[src/rtl/imm_gen_pipe.sv]
// imm_gen_pipe: pipelined RV immediate generator for the decode stage.
// Decodes I/S/B/U/J/shift-immediate formats from a raw instruction, then
// buffers the result in a 2-entry skid FIFO. Throughput is one per cycle and
// in_ready comes from a flop, so ready has no combinational path.
//
// Parameters: XLEN (32 or 64) immediate width, ILEN (must be 32) instr width.
// Ports:
//   clock, reset (async, active-high), flush (sync discard of all entries)
//   in_valid/in_ready/in_instr    : instruction input handshake
//   out_valid/out_ready           : result output handshake
//   out_imm [XLEN], out_fmt [3]   : head entry (0 NONE 1 I 2 S 3 B 4 U 5 J 6 SHAMT)
//   out_illegal                   : unrecognised opcode / bad shamt
// Build option: define IMM_GEN_ILLEGAL_FLAG_EN to store and report out_illegal;
// otherwise out_illegal is tied low and no per-entry flag storage exists.
module imm_gen_pipe #(
  parameter int unsigned XLEN = 32,
  parameter int unsigned ILEN = 32
) (
  input  logic            clock,
  input  logic            reset,
  input  logic            flush,
  input  logic            in_valid,
  output logic            in_ready,
  input  logic [ILEN-1:0] in_instr,
  output logic            out_valid,
  input  logic            out_ready,
  output logic [XLEN-1:0] out_imm,
  output logic [2:0]      out_fmt,
  output logic            out_illegal
);

  localparam int unsigned FMTW = 3;

  localparam logic [FMTW-1:0] FMT_NONE  = 3'd0;
  localparam logic [FMTW-1:0] FMT_I     = 3'd1;
  localparam logic [FMTW-1:0] FMT_S     = 3'd2;
  localparam logic [FMTW-1:0] FMT_B     = 3'd3;
  localparam logic [FMTW-1:0] FMT_U     = 3'd4;
  localparam logic [FMTW-1:0] FMT_J     = 3'd5;
  localparam logic [FMTW-1:0] FMT_SHAMT = 3'd6;

  localparam logic [6:0] OP_LOAD   = 7'b0000011;
  localparam logic [6:0] OP_IMM    = 7'b0010011;
  localparam logic [6:0] OP_JALR   = 7'b1100111;
  localparam logic [6:0] OP_STORE  = 7'b0100011;
  localparam logic [6:0] OP_BRANCH = 7'b1100011;
  localparam logic [6:0] OP_LUI    = 7'b0110111;
  localparam logic [6:0] OP_AUIPC  = 7'b0010111;
  localparam logic [6:0] OP_JAL    = 7'b1101111;

  // Elaboration-time parameter legality checks
  if (ILEN != 32) begin : g_bad_ilen
    $error("imm_gen_pipe: ILEN must be 32");
  end
  if (XLEN != 32 && XLEN != 64) begin : g_bad_xlen
    $error("imm_gen_pipe: XLEN must be 32 or 64");
  end

  typedef enum logic [1:0] {EMPTY, ONE, FULL} state_t;

  state_t            state;
  logic [XLEN-1:0]   dec_imm;
  logic [FMTW-1:0]   dec_fmt;
  logic [XLEN-1:0]   mem_imm [2];
  logic [FMTW-1:0]   mem_fmt [2];
  logic              rd_ptr, wr_ptr, rd_ptr_n;
  logic              push, pop, head_from_in;
  logic [XLEN-1:0]   head_imm_n;
  logic [FMTW-1:0]   head_fmt_n;
  logic [6:0]        opcode;
  logic [2:0]        funct3;

  assign opcode = in_instr[6:0];
  assign funct3 = in_instr[14:12];

  // Immediate decode; unknown opcodes yield a clean zero / NONE
  always_comb begin
    dec_imm = '0;
    dec_fmt = FMT_NONE;
    unique case (opcode)
      OP_LOAD, OP_JALR: begin
        dec_imm = XLEN'($signed(in_instr[31:20]));
        dec_fmt = FMT_I;
      end
      OP_IMM: begin
        if (funct3 == 3'b001 || funct3 == 3'b101) begin
          if (XLEN == 32) dec_imm = XLEN'(in_instr[24:20]);
          else            dec_imm = XLEN'(in_instr[25:20]);
          dec_fmt = FMT_SHAMT;
        end else begin
          dec_imm = XLEN'($signed(in_instr[31:20]));
          dec_fmt = FMT_I;
        end
      end
      OP_STORE: begin
        dec_imm = XLEN'($signed({in_instr[31:25], in_instr[11:7]}));
        dec_fmt = FMT_S;
      end
      OP_BRANCH: begin
        dec_imm = XLEN'($signed({in_instr[31], in_instr[7], in_instr[30:25],
                                 in_instr[11:8], 1'b0}));
        dec_fmt = FMT_B;
      end
      OP_LUI, OP_AUIPC: begin
        dec_imm = XLEN'($signed({in_instr[31:12], 12'b0}));
        dec_fmt = FMT_U;
      end
      OP_JAL: begin
        dec_imm = XLEN'($signed({in_instr[31], in_instr[19:12], in_instr[20],
                                 in_instr[30:21], 1'b0}));
        dec_fmt = FMT_J;
      end
      default: begin
        dec_imm = '0;
        dec_fmt = FMT_NONE;
      end
    endcase
  end

  assign push = in_valid & in_ready;
  assign pop  = out_valid & out_ready;

  // Next head: the entry rd_ptr will point at after this cycle; it is the
  // incoming beat when that beat lands in the head slot.
  assign rd_ptr_n     = rd_ptr ^ pop;
  assign head_from_in = push && (wr_ptr == rd_ptr_n);
  assign head_imm_n   = head_from_in ? dec_imm : mem_imm[rd_ptr_n];
  assign head_fmt_n   = head_from_in ? dec_fmt : mem_fmt[rd_ptr_n];

  // Skid FIFO state, storage and registered outputs
  always_ff @(posedge clock or posedge reset) begin
    if (reset) begin
      state     <= EMPTY;
      in_ready  <= 1'b1;
      out_valid <= 1'b0;
      out_imm   <= '0;
      out_fmt   <= FMT_NONE;
      rd_ptr    <= 1'b0;
      wr_ptr    <= 1'b0;
      for (int i = 0; i < 2; i++) begin
        mem_imm[i] <= '0;
        mem_fmt[i] <= FMT_NONE;
      end
    end else if (flush) begin
      state     <= EMPTY;
      in_ready  <= 1'b1;
      out_valid <= 1'b0;
      out_imm   <= '0;
      out_fmt   <= FMT_NONE;
      rd_ptr    <= 1'b0;
      wr_ptr    <= 1'b0;
    end else begin
      if (push) begin
        mem_imm[wr_ptr] <= dec_imm;
        mem_fmt[wr_ptr] <= dec_fmt;
        wr_ptr          <= wr_ptr + 1'b1;
      end
      if (pop) rd_ptr <= rd_ptr + 1'b1;
      out_imm <= head_imm_n;
      out_fmt <= head_fmt_n;
      case (state)
        EMPTY: if (push) begin
          state     <= ONE;
          out_valid <= 1'b1;
        end
        ONE: begin
          if (push && !pop) begin
            state    <= FULL;
            in_ready <= 1'b0;
          end else if (pop && !push) begin
            state     <= EMPTY;
            out_valid <= 1'b0;
          end
        end
        FULL: if (pop) begin
          state    <= ONE;
          in_ready <= 1'b1;
        end
        default: begin
          state     <= EMPTY;
          in_ready  <= 1'b1;
          out_valid <= 1'b0;
        end
      endcase
    end
  end

`ifdef IMM_GEN_ILLEGAL_FLAG_EN
  logic dec_ill;
  logic mem_ill [2];

  // Unknown opcode, or shamt[5] set on a 32-bit datapath (immediate still produced)
  assign dec_ill = (dec_fmt == FMT_NONE) ||
                   ((dec_fmt == FMT_SHAMT) && (XLEN == 32) && in_instr[25]);

  always_ff @(posedge clock or posedge reset) begin
    if (reset) begin
      out_illegal <= 1'b0;
      mem_ill[0]  <= 1'b0;
      mem_ill[1]  <= 1'b0;
    end else if (flush) begin
      out_illegal <= 1'b0;
    end else begin
      if (push) mem_ill[wr_ptr] <= dec_ill;
      out_illegal <= head_from_in ? dec_ill : mem_ill[rd_ptr_n];
    end
  end
`else
  assign out_illegal = 1'b0;
`endif

endmodule
[config.mk]
export PLATFORM = sky130hd
export DESIGN_NAME = imm_gen_pipe
export DESIGN_NICKNAME = d
export VERILOG_FILES = /design/src/rtl/imm_gen_pipe.sv
export SDC_FILE = /design/constraint.sdc
export NUM_CORES = 1
export LEC_CHECK = 0
export ABC_CLOCK_PERIOD_IN_PS = 2860
export BUFFER_PORTS_ARGS = -buffer_cell sky130_fd_sc_hd__buf_2
export CORE_MARGIN = 3
export CORE_UTILIZATION = 52
export DETAILED_ROUTE_END_ITERATION = 7
export GPL_TIMING_DRIVEN = 0
export PLACE_DENSITY = 0.76
export REMOVE_ABC_BUFFERS = 1
export SYNTH_ARGS = -nofsm -noshare
export SYNTH_HDL_FRONTEND = slang
export SYNTH_SLANG_ARGS = --single-unit
[constraint.sdc]
create_clock -name clock -period 2.86 [get_ports clock]
set_input_delay 0.143 -clock clock [delete_from_list [all_inputs] [get_ports clock]]
set_output_delay 0.143 -clock clock [all_outputs]
set_load 0.01 [all_outputs]
==> impl_results.md <==
- Worst Clk Skew: 0.00953 ns
- Final wirelength: 13400 um
- Top Family by Delay on Critical Path: simple AND/OR/NAND/NOR gates
- Row cnt: 35
- Area post-placement: 5640 um^2
- First drt pass iteration count: 4
- Final hold vios: 0
- Die area: 11300 um^2
- Setup TNS: 0 ns
- Worst Hold Class: in2reg
- Register bit total from synthesis: 111
- CP Data Required Time: 3.12 ns
- Worst vdd ir: between 0.0004 and 0.0005 V
- Postcts setup bufs: 0
- Routed WL per cell: 19.7 um
- Ys Warns: 0
- Slew headroom: 25.2%
- Synth unique cells: 52
- Count of buffer and inverter cells on the critical path: 0
- Post-DP HPWL: between 7000 and 8000 um
- Arr. time, crit path: 2.90 ns
- Vias in the first global route: 4130
- Die H: approximately 110 um
- Post-synth top cells: dfrtp_1 (110), nor2_1 (46), nand2_1 (44)
- LEAKAGE: 0.00256 uW
- Worst setup EP type: flip-flop
- Final #Nets: 581
- Mapped cell area: 5220 um^2
- Layout cells sized above 1: 24.0%
- Fmax: 378 MHz
- Avg Vias per Cell: 6.45
- Largest area contributor in the netlist: dfrtp_1
- Async set-or-reset flop fraction in the synthesized netlist: 100%
- Crit path launch type: flip-flop
- CTS Buf Count: 9
- Minimum clock period: 2.65 ns
- First-pass GRT wire length: 21300 um
- Sequential area share after synthesis: 53.3%
- Slowest CP cell: nand3b_1
- Post-route ant nets: 0
- CTS tree: done
- Final Cycle Share: 92.5%
- H-tree depth: 3
- Layout area overhead: 12.6%
- Cell area power density: 756 nW/um^2
- Status: finished, final reports clean
- Delay of the slowest critical-path stage: 0.71 ns
- Clk sinks: ~110
- Most frequent cell after synthesis: dfrtp_1
- CP max FO: 35
- Gpl congestion: 0.848
- Main synth FF type: dfrtp_1
- Worst slew pin tran: 1.12 ns
- Initial Util: 54.9%
- Ant. Diodes: 0
- Final instance area: 5870 um^2
- CTS Root Cell: clkbuf_8
- GRT overflow: 0
- Core area: 9500 um^2
- Initial DRC Count: 478
- EDFF count, synth: 0
- Initial antenna violation count: 0
- Setup violators final: 0
- Io pins: 75
- IO buf count: 73
- Slew Viols, Final: 0
- DRC: 0
- Largest cells by area after synthesis: dfrtp_1 (53%), a221oi_1 (5.9%), a31oi_1 (5.0%), and3_1 (4.2%), o21ai_0 (4.1%)
- Clk_lat worst skew: 0.38 ns
- Cell Chain, Critical Path: nand3b_1 -> nand2_4 -> a221oi_1 -> a311oi_1
- Clk slew on worst S/H paths: 0.10 ns
- Top-area cell type share of the netlist area: 52.8%
- Unrepaired setup endpoints after global routing: no
- Cells after Synth: around 500
- Global Route Usage Sum: 23.7%
- Via count: 4375
- Max-cap violations: 0
- Synthesized area per cell: 10.5 um^2
- Critical path class: reg2reg
- Largest net degree at the start of global routing: 77
- Chip width: ~110 um
- Clock tree buffer depth: 2
==> state kept, by name (all words and copies together), names as in the netlist <==
register / cells
wr_ptr: 1
mem_imm: 64
mem_fmt: 6
out_imm: 32
rd_ptr: 1
state: 2
out_fmt: 3
in_ready: 1
out_valid: 1
==> repair_timing <==
action                     CTS  global route
gates resized for setup      2             1
pin swaps                    1             1
cloned                       1             1
hold endpoints to repair    34             0
hold buffers                 1             0
setup endpoints to repair   35            48
==> layout by cell type, fill, tap and decap left out, drive strengths merged, types with 2 or more instances in the layout <==
cell type,synthesis,routed
nor2,47,47
and3,35,35
buf,13,80
dfrtp,110,110
a311oi,21,21
o21ai,44,44
nor3,7,7
nor3b,2,2
and2,3,3
clkinv,0,2
a211oi,15,15
a21oi,3,3
and3b,2,2
a22oi,5,5
mux2,2,2
o31ai,2,2
a31oi,42,42
clkinvlp,0,4
inv,4,4
a221oi,35,35
nand3b,3,5
o22ai,2,2
nand2,44,44
clkbuf,36,9
nand2b,2,2
a21boi,2,2
or2,2,2
==> metrics by stage <==
step                utilization [%]  setup slack (ns)  total power (uW)  cells  hold slack, ns
floorplan                         -            -0.509              3060    450           0.201
global placement               58.0             -1.82              3440    652           0.453
detailed placement             59.4            -0.807              3510    659           0.210
CTS                            61.7            0.0254              4450    677          0.0947
global route                   61.8             0.100              4700    678          0.0982
finish                         61.8             0.214              4440    678           0.106
==> worst reg2reg max path, delay by kind of cell, from the launching register on <==
kind / cells / cell delay (ns)
flops: 1 / 0.54
simple gates: 2 / 1.41
compound gates: 2 / 0.58
==> layout make-up <==
cell class / instances / area [um^2]
Clock inverter: 7 / 73.8
Sequential cell: 111 / 2780
Inverter: 4 / 17.5
Fill cell: 776 / 3630
Clock buffer: 9 / 124
Multi-Input combinational cell: 337 / 2240
Timing Repair Buffer: 81 / 474
Tap cell: 129 / 161
==> kinds of logic (layout without fill, tap and decap cells) <==
kind of cell | Yosys count | in the layout | synth area share (%)
xor gates and xnor gates | 2 | 2 | 0.600
DFF | 111 | 111 | 53.3
other | 1 | 1 | 0.0719
and+or+nand+nor | 152 | 154 | 14.9
buffers and inverters | 53 | 101 | 4.63
muxes | 3 | 3 | 0.624
AOI/OAI and AO/OA | 177 | 177 | 25.9
==> worst paths after layout <==
| kind | cells past startpoint | start | end | slack (ns) |
|---|---|---|---|---|
| hold / removal | 3 | in_instr[21] | mem_imm[53]$_DFFE_PP0P_ | 0.11 |
| max in group asynchronous | 4 | reset | mem_imm[35]$_DFFE_PP0P_ | 1.81 |
| min in group asynchronous | 3 | reset | mem_imm[0]$_DFFE_PP0P_ | 0.34 |
| hold reg to reg | 2 | mem_imm[32]$_DFFE_PP0P_ | mem_imm[32]$_DFFE_PP0P_ | 0.48 |
| setup reg to reg | 4 | out_valid$_DFFE_PP0P_ | out_imm[11]$_DFF_PP0_ | 0.21 |
| setup / recovery | 4 | out_valid$_DFFE_PP0P_ | out_imm[11]$_DFF_PP0_ | 0.21 |
==> metal layers <==
metal	part of all wire [%]	track usage [%]
met1	44	34.5
met3	7.2	3.16
met5	0	0
met2	48	37.3
met4	1.3	7.12
==> power breakdown <==
group,leakage (uW),switching (uW),internal [uW]
logic,0.00105,772,567
clock network,0.0000875,539,405
registers,0.00143,192,1970
total,0.00256,1500,2940
Note: power is estimated with default switching activity, not from simulation.
